$ cat src/rtl/shared_pkg.sv
// Shared types and constants for the AES-APB-UART bridge.
// Serializer state encoding and AES block geometry.
package shared_pkg;

  localparam int AES_BLK_W     = 128;
  localparam int BYTES_PER_BLK = 16;

  typedef enum logic [1:0] {
    IDLE,
    LOAD,
    START,
    WAIT
  } ser_state_e;

endpackage

$ cat src/rtl/ser_block_fifo.sv
// Synchronous block FIFO, power-of-two depth.
// Pointers wrap naturally; full/empty come from the registered count.
module ser_block_fifo #(
  parameter int WIDTH = 128,
  parameter int DEPTH = 2
) (
  input  logic                   clk,
  input  logic                   rst,
  input  logic                   push,
  input  logic                   pop,
  input  logic [WIDTH-1:0]       din,
  output logic [WIDTH-1:0]       head,
  output logic [$clog2(DEPTH):0] count,
  output logic                   full,
  output logic                   empty
);

  localparam int AW = $clog2(DEPTH);
  localparam int CW = AW + 1;

  logic [WIDTH-1:0] mem_q [DEPTH];
  logic [AW-1:0]    wr_ptr_q, wr_ptr_d;
  logic [AW-1:0]    rd_ptr_q, rd_ptr_d;
  logic [CW-1:0]    count_q, count_d;
  logic             do_push, do_pop;

  assign full  = (count_q == CW'(DEPTH));
  assign empty = (count_q == '0);
  assign count = count_q;
  assign head  = mem_q[rd_ptr_q];

  // Qualify requests and advance pointers/count
  always_comb begin
    do_push  = push && !full;
    do_pop   = pop && !empty;
    wr_ptr_d = wr_ptr_q + AW'(do_push);
    rd_ptr_d = rd_ptr_q + AW'(do_pop);
    count_d  = count_q + CW'(do_push) - CW'(do_pop);
  end

  // Pointer and count registers
  always_ff @(posedge clk or posedge rst) begin
    if (rst) begin
      wr_ptr_q <= '0;
      rd_ptr_q <= '0;
      count_q  <= '0;
    end else begin
      wr_ptr_q <= wr_ptr_d;
      rd_ptr_q <= rd_ptr_d;
      count_q  <= count_d;
    end
  end

  // Storage; contents are meaningless once count is reset
  always_ff @(posedge clk) begin
    if (do_push) mem_q[wr_ptr_q] <= din;
  end

endmodule

$ cat src/rtl/aes_tx_serializer.sv
// AES ciphertext block buffer feeding the UART one byte at a time.
// One tx_start per byte, waits for tx_done, watchdog aborts stalls.
module aes_tx_serializer
  import shared_pkg::*;
#(
  parameter int DEPTH          = 2,
  parameter int TIMEOUT_CYCLES = 65536
) (
  input  logic                   PCLK,
  input  logic                   PRESET,
  input  logic                   blk_valid,
  input  logic [AES_BLK_W-1:0]   blk_data,
  output logic                   blk_ready,
  output logic                   tx_start,
  output logic [7:0]             tx_byte,
  input  logic                   tx_done,
  output logic [$clog2(DEPTH):0] fill_level,
  output logic                   busy,
  output logic                   timeout_err
);

  localparam int WD_W =
    (TIMEOUT_CYCLES > 1) ? $clog2(TIMEOUT_CYCLES) : 1;
  localparam logic [WD_W-1:0] WD_LAST =
    WD_W'((TIMEOUT_CYCLES > 0) ? TIMEOUT_CYCLES - 1 : 0);
  localparam logic [3:0] LAST_IDX = 4'(BYTES_PER_BLK - 1);

  ser_state_e           state_q, state_d;
  logic [AES_BLK_W-1:0] shreg_q, shreg_d;
  logic [3:0]           idx_q, idx_d;
  logic [WD_W-1:0]      wd_q, wd_d;
  logic [7:0]           byte_q, byte_d;
  logic                 err_q, err_d;

  logic                 fifo_push, fifo_pop;
  logic                 fifo_full, fifo_empty;
  logic [AES_BLK_W-1:0] fifo_head;
  logic                 last_byte, wd_hit;

  assign fifo_push = blk_valid && !fifo_full;
  assign blk_ready = !fifo_full;
  assign last_byte = (idx_q == LAST_IDX);
  assign wd_hit    = (TIMEOUT_CYCLES != 0) && (wd_q == WD_LAST);

  assign tx_byte     = byte_q;
  assign timeout_err = err_q;
  assign busy        = (state_q != IDLE);

  ser_block_fifo #(
    .WIDTH (AES_BLK_W),
    .DEPTH (DEPTH)
  ) u_fifo (
    .clk   (PCLK),
    .rst   (PRESET),
    .push  (fifo_push),
    .pop   (fifo_pop),
    .din   (blk_data),
    .head  (fifo_head),
    .count (fill_level),
    .full  (fifo_full),
    .empty (fifo_empty)
  );

  // State, shift register, byte counter, watchdog and flags
  always_ff @(posedge PCLK or posedge PRESET) begin
    if (PRESET) begin
      state_q <= IDLE;
      shreg_q <= '0;
      idx_q   <= '0;
      wd_q    <= '0;
      byte_q  <= 8'h00;
      err_q   <= 1'b0;
    end else begin
      state_q <= state_d;
      shreg_q <= shreg_d;
      idx_q   <= idx_d;
      wd_q    <= wd_d;
      byte_q  <= byte_d;
      err_q   <= err_d;
    end
  end

  // Next-state: tx_done wins over a watchdog expiry in the same cycle
  always_comb begin
    state_d = state_q;
    unique case (state_q)
      IDLE:    if (!fifo_empty) state_d = LOAD;
      LOAD:    state_d = START;
      START:   state_d = WAIT;
      WAIT: begin
        if (tx_done)     state_d = last_byte ? IDLE : START;
        else if (wd_hit) state_d = IDLE;
      end
      default: state_d = IDLE;
    endcase
  end

  // Outputs and datapath; tx_byte is loaded on entry to START
  always_comb begin
    shreg_d  = shreg_q;
    idx_d    = idx_q;
    wd_d     = wd_q;
    byte_d   = byte_q;
    err_d    = err_q;
    tx_start = 1'b0;
    fifo_pop = 1'b0;
    unique case (state_q)
      LOAD: begin
        fifo_pop = 1'b1;
        shreg_d  = fifo_head;
        idx_d    = '0;
        byte_d   = fifo_head[AES_BLK_W-1 -: 8];
      end
      START: begin
        tx_start = 1'b1;
        wd_d     = '0;
      end
      WAIT: begin
        if (tx_done) begin
          if (!last_byte) begin
            shreg_d = {shreg_q[AES_BLK_W-9:0], 8'h00};
            idx_d   = idx_q + 4'd1;
            byte_d  = shreg_q[AES_BLK_W-9 -: 8];
          end
        end else if (wd_hit) begin
          err_d = 1'b1;
        end else begin
          wd_d = wd_q + 1'b1;
        end
      end
      default: ;
    endcase
  end

endmodule
$ cat config.mk
export PLATFORM = sky130hd
export DESIGN_NAME = aes_tx_serializer
export DESIGN_NICKNAME = d
export VERILOG_FILES = /design/src/rtl/shared_pkg.sv /design/src/rtl/ser_block_fifo.sv /design/src/rtl/aes_tx_serializer.sv
export SDC_FILE = /design/constraint.sdc
export NUM_CORES = 1
export LEC_CHECK = 0
export CORE_MARGIN = 10
export CORE_UTILIZATION = 55
export CTS_BUF_LIST = sky130_fd_sc_hd__clkbuf_4 sky130_fd_sc_hd__clkbuf_8 sky130_fd_sc_hd__clkbuf_16
export DETAILED_ROUTE_END_ITERATION = 8
export PLACE_DENSITY = 0.84
export SLEW_MARGIN = 20
export SYNTH_ARGS = -nofsm -noshare
export SYNTH_HDL_FRONTEND = slang
export SYNTH_SLANG_ARGS = --single-unit
$ cat constraint.sdc
create_clock -name PCLK -period 13.1 [get_ports PCLK]
set_clock_uncertainty 0.1 [all_clocks]
set_input_delay 2.62 -clock PCLK [delete_from_list [all_inputs] [get_ports PCLK]]
set_output_delay 2.62 -clock PCLK [all_outputs]
set_load 0.01 [all_outputs]
# ---- Word level (Yosys, flattened, before mapping)
# Memory sizes are Yosys's and may differ from the RTL's.
# Index checks and enable logic that the tools add are counted.
dict set report totals {
  ff_bits 155
  ram_bits 256
  output_inout_bits 14
  word_cells 64
  mem_count 1
}
# memory words word_bits read_ports rd_clocked_by_memory_dff write_ports line_no
set mem_list {}
lappend mem_list {u_fifo.mem_q 2 128 1 0 1 ser_block_fifo.sv:21} ;# logic [WIDTH-1:0] mem_q [DEPTH];
dict set report classes {
  addsub 6
  n_eq_ne 12
  mux 21
  bitwise_logic 1
  reduce_logical 14
}
# op count
set op_table {}
lappend op_table {{$mux 120} 2}
lappend op_table {{$pmux 120 s2} 1}
lappend op_table {{$mux 16} 2}
lappend op_table {{$pmux 16 s2} 1}
lappend op_table {{$add 16x1->16 const B} 1}
lappend op_table {{$eq 16x16->1 const B} 1}
lappend op_table {{$mux 8} 2}
lappend op_table {{$pmux 8 s2} 1}
lappend op_table {{$ne 2x2->1 const B} 5}
lappend op_table {{$reduce_and 3->1} 3}
lappend op_table {{$mux 2} 4}
lappend op_table {{$mux 4} 2}
lappend op_table {{$pmux 2 s4} 1}
lappend op_table {{$pmux 4 s2} 1}
lappend op_table {{$eq 2x2->1 const B} 3}
lappend op_table {{$reduce_bool 2->1} 3}
lappend op_table {{$add 4x1->4 const B} 1}
lappend op_table {{$eq 4x4->1 const B} 1}
lappend op_table {{$logic_not 2->1} 2}
lappend op_table {{$mux 1} 4}
lappend op_table {{$logic_and 1x1->1} 3}
lappend op_table {{$ne 3x3->1 const B} 1}
lappend op_table {{$add 1x1->1} 2}
lappend op_table {{$add 2x1->2} 1}
lappend op_table {{5 further kinds} 6}

# ---- Logic depth before layout (Yosys ltp)
dict set report depth {
  depth_word 6
  depth_mapped 8
  mapped_depth_nobuf 8
}

# ---- Hierarchy
# Synthesis repeated with hierarchy kept, for this count alone.
dict set report hier_totals {
  hier_cells 1126
  area_unflattened_um2 16668.5
}
# mod instances cells_each area_per_inst_um2 seq_area_each_um2
set modules_own_cells {}
lappend modules_own_cells {ser_block_fifo 1 419 9502.9 7787.5}
lappend modules_own_cells {aes_tx_serializer 1 707 7165.6 3778.6}

# ---- Least setup slack after synthesis
# No wires, ideal clock.
dict set report synth_path {
  path_kind {in2reg}
  from {in blk_valid}
  to {mem u_fifo.mem_q[1][0] (enable)}
  t_arrival_ns 5.779
  required_ns 12.497
  setup_slack_ns 6.718
  stages 2
  path_buffers 0
  path_cell_list {and2_1 -> ha_1}
}
dict set report synth_via {
  elab_chain_len 4
}
# item line_no
set synth_rtl {}
lappend synth_rtl {{start, declared} aes_tx_serializer.sv:11} ;# input logic blk_valid,
lappend synth_rtl {{$logic_and 1x1->1} aes_tx_serializer.sv:40} ;# assign fifo_push = blk_valid && !fifo_full;
lappend synth_rtl {{$logic_and 1x1->1} ser_block_fifo.sv:34} ;# do_push = push && !full;
lappend synth_rtl {{$mux 1} ser_block_fifo.sv:56} ;# if (do_push) mem_q[wr_ptr_q] <= din;
lappend synth_rtl {{$mux 1 (implied by the code)} ser_block_fifo.sv:56}
lappend synth_rtl {{end, declared} ser_block_fifo.sv:21}
# No other way between the ends.

# ---- Worst setup path after layout
dict set report layout_path {
  from {reg state_q[0]}
  to {out tx_start}
}
dict set report layout_via {
  elab_chain_len 2
}
# item line_no
set layout_rtl {}
lappend layout_rtl {{start, declared} aes_tx_serializer.sv:28} ;# ser_state_e state_q, state_d;
lappend layout_rtl {{start signal, assigned} aes_tx_serializer.sv:74} ;# state_q <= state_d;
lappend layout_rtl {{$eq 2x2->1} aes_tx_serializer.sv:107} ;# unique case (state_q)
lappend layout_rtl {{$mux 1} aes_tx_serializer.sv:107}
lappend layout_rtl {{end, declared} aes_tx_serializer.sv:14} ;# output logic tx_start,
# No other way between the ends.

==> tab_implementation.tex <==
\begin{tabular}{lr}
\hline
Metric & Value \\
\hline
\multicolumn{2}{l}{\textbf{Layout}} \\
\quad Fin area & 19700 µm² \\
\quad Signed area change from the synthesized netlist to the final layout & 19.7\% \\
\quad Final core utilization & 66.6\% \\
\quad Final net count & 1371 \\
\quad Layout cell share with drive strength beyond 1 & 16.5\% \\
\quad Antenna fix cells & 0 \\
\multicolumn{2}{l}{\textbf{Yosys}} \\
\quad Largest family of logic cells by synthesized area & multiplexers \\
\quad Count of flip-flops with a built-in enable after synthesis & 256 \\
\quad Sequential fraction of the synthesis area & 70.1\% \\
\quad Mean cell area of the mapped netlist & 15.0 µm² \\
\quad Flops \& latches, synth & 411 \\
\quad Adder-Cell Fraction of Synth Area & 0.455\% \\
\quad Number of nets in the synthesized netlist & 1236 \\
\quad Yosys synthesis warning count & 0 \\
\quad Mux contribution to synthesized area & 16.1\% \\
\quad Syn Inst Count & 1098 \\
\quad Post-synthesis async set-or-reset flop share & 37.7\% \\
\quad Simple logic cell fraction of the synthesized area & 5.20\% \\
\quad Number of distinct library cells after synthesis & 56 \\
\quad XOR/XNOR Fraction of Synth Area & 0.212\% \\
\quad Primary FF master, synth & sky130\_fd\_sc\_hd\_\_edfxtp\_1 \\
\quad Post-Syn Area & 16500 µm² \\
\quad Area fraction in compound gates after synthesis & 5.79\% \\
\multicolumn{2}{l}{\textbf{Die}} \\
\quad Area of the core region & 29600 µm² \\
\quad Area of the die & 37300 µm² \\
\quad X dimension of the die & 193 µm \\
\quad Starting utilization of the core area & 55.7\% \\
\quad Number of rows in the core area & 63 \\
\quad Number of top-level pins & 146 \\
\quad Die height & 193 µm \\
\multicolumn{2}{l}{\textbf{Timing}} \\
\quad Final count of negative-setup-slack endpoints & 0 \\
\quad Fmax achieved & 191 MHz \\
\quad Count of endpoints failing hold in the final timing report & 0 \\
\quad Setup repair after global routing missed its margin & no \\
\quad Total count of max-transition violations in the final report & 0 \\
\quad Transition time at the pin with the least slew margin & 1.00 ns \\
\quad Final period util & 39.9\% \\
\quad Sum Neg Setup Slack & 0 ns \\
\quad Minimum clock period & 5.22 ns \\
\quad Worst rel slew slack & 33.2\% \\
\multicolumn{2}{l}{\textbf{Drt}} \\
\quad Met3 wire len & 1770 µm \\
\quad M1 wire length & 15000 µm \\
\quad Initial DRT Pass Iterations & 5 \\
\quad Via density & 5.69 \\
\quad Total number of vias & 9416 \\
\quad Highest metal layer with signal wires & met5 \\
\quad Routed wirelength normalized by instance count & 20.8 µm \\
\quad Post-route DRC & 0 \\
\quad Total wire length after detailed routing & 34400 µm \\
\quad WL met2 & 17000 µm \\
\quad Number of DRC violations after detailed-routing iteration 0 & 699 \\
\quad Post-route ant nets & 0 \\
\multicolumn{2}{l}{\textbf{Setup path}} \\
\quad Worst Setup Start Kind & flip-flop \\
\quad Kind of end point of the critical path & output pin \\
\quad Kind of critical path & flip-flop to output pin \\
\quad Critical path arrival & 2.50 ns \\
\quad Required arrival time at the worst endpoint & 10.38 ns \\
\quad Critical-path maximum fanout & 21 \\
\multicolumn{2}{l}{\textbf{GRT}} \\
\quad Pin count of the biggest net entering global routing & 116 \\
\quad Antenna violations before repair & 2 \\
\quad Grt total ovfl & 0 \\
\quad First-pass GRT wire length & 54200 µm \\
\quad Via count of the first global-routing pass & 9843 \\
\quad Total global-route track usage & 17.8\% \\
\multicolumn{2}{l}{\textbf{Clock network}} \\
\quad Maximum level of the CTS H-tree & 2 \\
\quad Clock Sink Count & 411 \\
\quad Clock tree from TritonCTS & built \\
\quad Later-pin clock latency in the skew report & 0.55 ns \\
\quad Clock-pin slew on the worst setup and hold paths & 0.06 ns \\
\quad Hold bufs inserted after CTS & 0 \\
\quad Post-CTS setup buffers & 0 \\
\quad CTS Buf Count & 40 \\
\quad Bufs on Longest Clock Path & 3 \\
\quad PostCTS Resize Cnt & 0 \\
\quad CTS root buffer & sky130\_fd\_sc\_hd\_\_clkbuf\_16 \\
\multicolumn{2}{l}{\textbf{Job}} \\
\quad Max capacitance violation total & 0 \\
\multicolumn{2}{l}{\textbf{Outcome}} \\
\quad Result of the run & finished clean \\
\multicolumn{2}{l}{\textbf{Placement}} \\
\quad Placer's final routability congestion estimate & 0.809 \\
\quad Dpl cell area & 18300 µm² \\
\quad Sum of net half-perimeters after detailed placement & 21700 µm \\
\quad I/O Buffers & 145 \\
\multicolumn{2}{l}{\textbf{Worst hold path}} \\
\quad Class of the tightest hold or removal check & flip-flop to flip-flop \\
\multicolumn{2}{l}{\textbf{Power and ir drop}} \\
\quad Peak supply drop & 142 µV \\
\quad Leakage component of the power & 7.56 nW \\
\quad Total power of the final layout & 0.00472 W \\
\quad Pwr per Cell Area & 239 nW/µm² \\
\hline
\end{tabular}
## placed cells by master (no fill, tap or decap), drive strengths merged, types with 4 or more instances in the layout
master / n
a21oi: 122
a31oi: 7
a32o: 4
buf: 11
bufinv: 6
clkbuf: 55
clkdlybuf4s50: 145
clkinv: 11
dfrtp: 155
edfxtp: 256
ha: 6
inv: 14
mux2: 125
mux2i: 125
nand2: 14
nand2b: 4
nand3: 9
nand4: 6
nor2: 127
nor3: 4
o21ai: 5
o2bb2ai: 5
## stage by stage
step,cells,setup WS (ns),hold WS (ns)
after global placement,1578,7.44,0.345
after CTS,1654,7.92,0.361
after detailed placement,1580,7.39,0.348
after global routing,1655,7.76,0.371
after floorplan,1098,6.20,0.357
final,1655,7.88,0.359
## critical path, cell delays in order, from the launching register on
cell	delay (ns)
sky130_fd_sc_hd__dfrtp_1	0.92
sky130_fd_sc_hd__nand2b_1	0.42
sky130_fd_sc_hd__inv_1	0.11
sky130_fd_sc_hd__clkdlybuf4s50_1	0.50
## layer usage
| layer | vias up | GRT usage [%] |
|---|---|---|
| met4 | 4 | 4.06 |
| li1 | 4346 | - |
| met5 | - | 0 |
| met3 | 57 | 3.75 |
| met2 | 247 | 29.6 |
| met1 | 4762 | 23.4 |
## power by group
group	switching (W)	internal, W	leakage (nW)
logic	0.000771	0.000682	2.62
clock network	0.000480	0.000740	0.718
registers	0.000222	0.00183	4.21
## Yosys cell counts, types with 5 or more instances
library cell,count,area [µm²]
sky130_fd_sc_hd__nor2_1,127,477
sky130_fd_sc_hd__mux2_1,16,180
sky130_fd_sc_hd__o2bb2ai_1,5,43.8
sky130_fd_sc_hd__buf_2,34,170
sky130_fd_sc_hd__edfxtp_1,256,7690
sky130_fd_sc_hd__dfrtp_1,155,3880
sky130_fd_sc_hd__a21oi_1,122,611
sky130_fd_sc_hd__buf_1,6,22.5
sky130_fd_sc_hd__o21ai_0,5,25.0
sky130_fd_sc_hd__clkbuf_1,15,56.3
sky130_fd_sc_hd__mux2_2,109,1230
sky130_fd_sc_hd__nand2_1,14,52.6
sky130_fd_sc_hd__a31oi_1,7,43.8
sky130_fd_sc_hd__buf_4,8,60.1
sky130_fd_sc_hd__ha_1,6,75.1
sky130_fd_sc_hd__inv_1,11,41.3
sky130_fd_sc_hd__nand3_1,9,45.0
sky130_fd_sc_hd__mux2i_1,125,1250
## flip-flops by register name (all words and copies together), names as in the netlist
register	count
idx_q	4
shreg_q	120
state_q	2
timeout_err	1
tx_byte	8
u_fifo.count	2
u_fifo.mem_q	256
u_fifo.rd_ptr_q	1
u_fifo.wr_ptr_q	1
wd_q	16
## area by class of cell
class                           count  area (µm²)
Tap cell                          390         488
Sequential cell                   411       11600
Multi-Input combinational cell    612        4620
Fill cell                        2055        9890
Clock buffer                       55        1150
Timing Repair Buffer              156        1590
Clock inverter                     19         273
Inverter                           12        50.0
## worst paths after layout
kind	from	end	slack, ns	depth (start not counted)
worst max-delay path	state_q[0]	tx_start	7.88	3
worst min register to register	timeout_err	timeout_err	0.36	1
worst max register to register	state_q[1]	tx_byte[6]	9.56	5
min in group asynchronous	PRESET	wd_q[8]	2.53	2
worst min-delay path	timeout_err	timeout_err	0.36	1
max in group asynchronous	PRESET	tx_byte[4]	8.93	3
## kinds of logic (layout without fill, tap and decap cells)
kind of cell    after synthesis  count (layout)
fa+ha+maj                     6               6
xor+xnor                      4               4
mux                         250             250
compound gates              166             166
simple gates                186             186
flops                       411             411
buf+inv                      75             242
No activity file was read; power rests on OpenSTA's default activity.
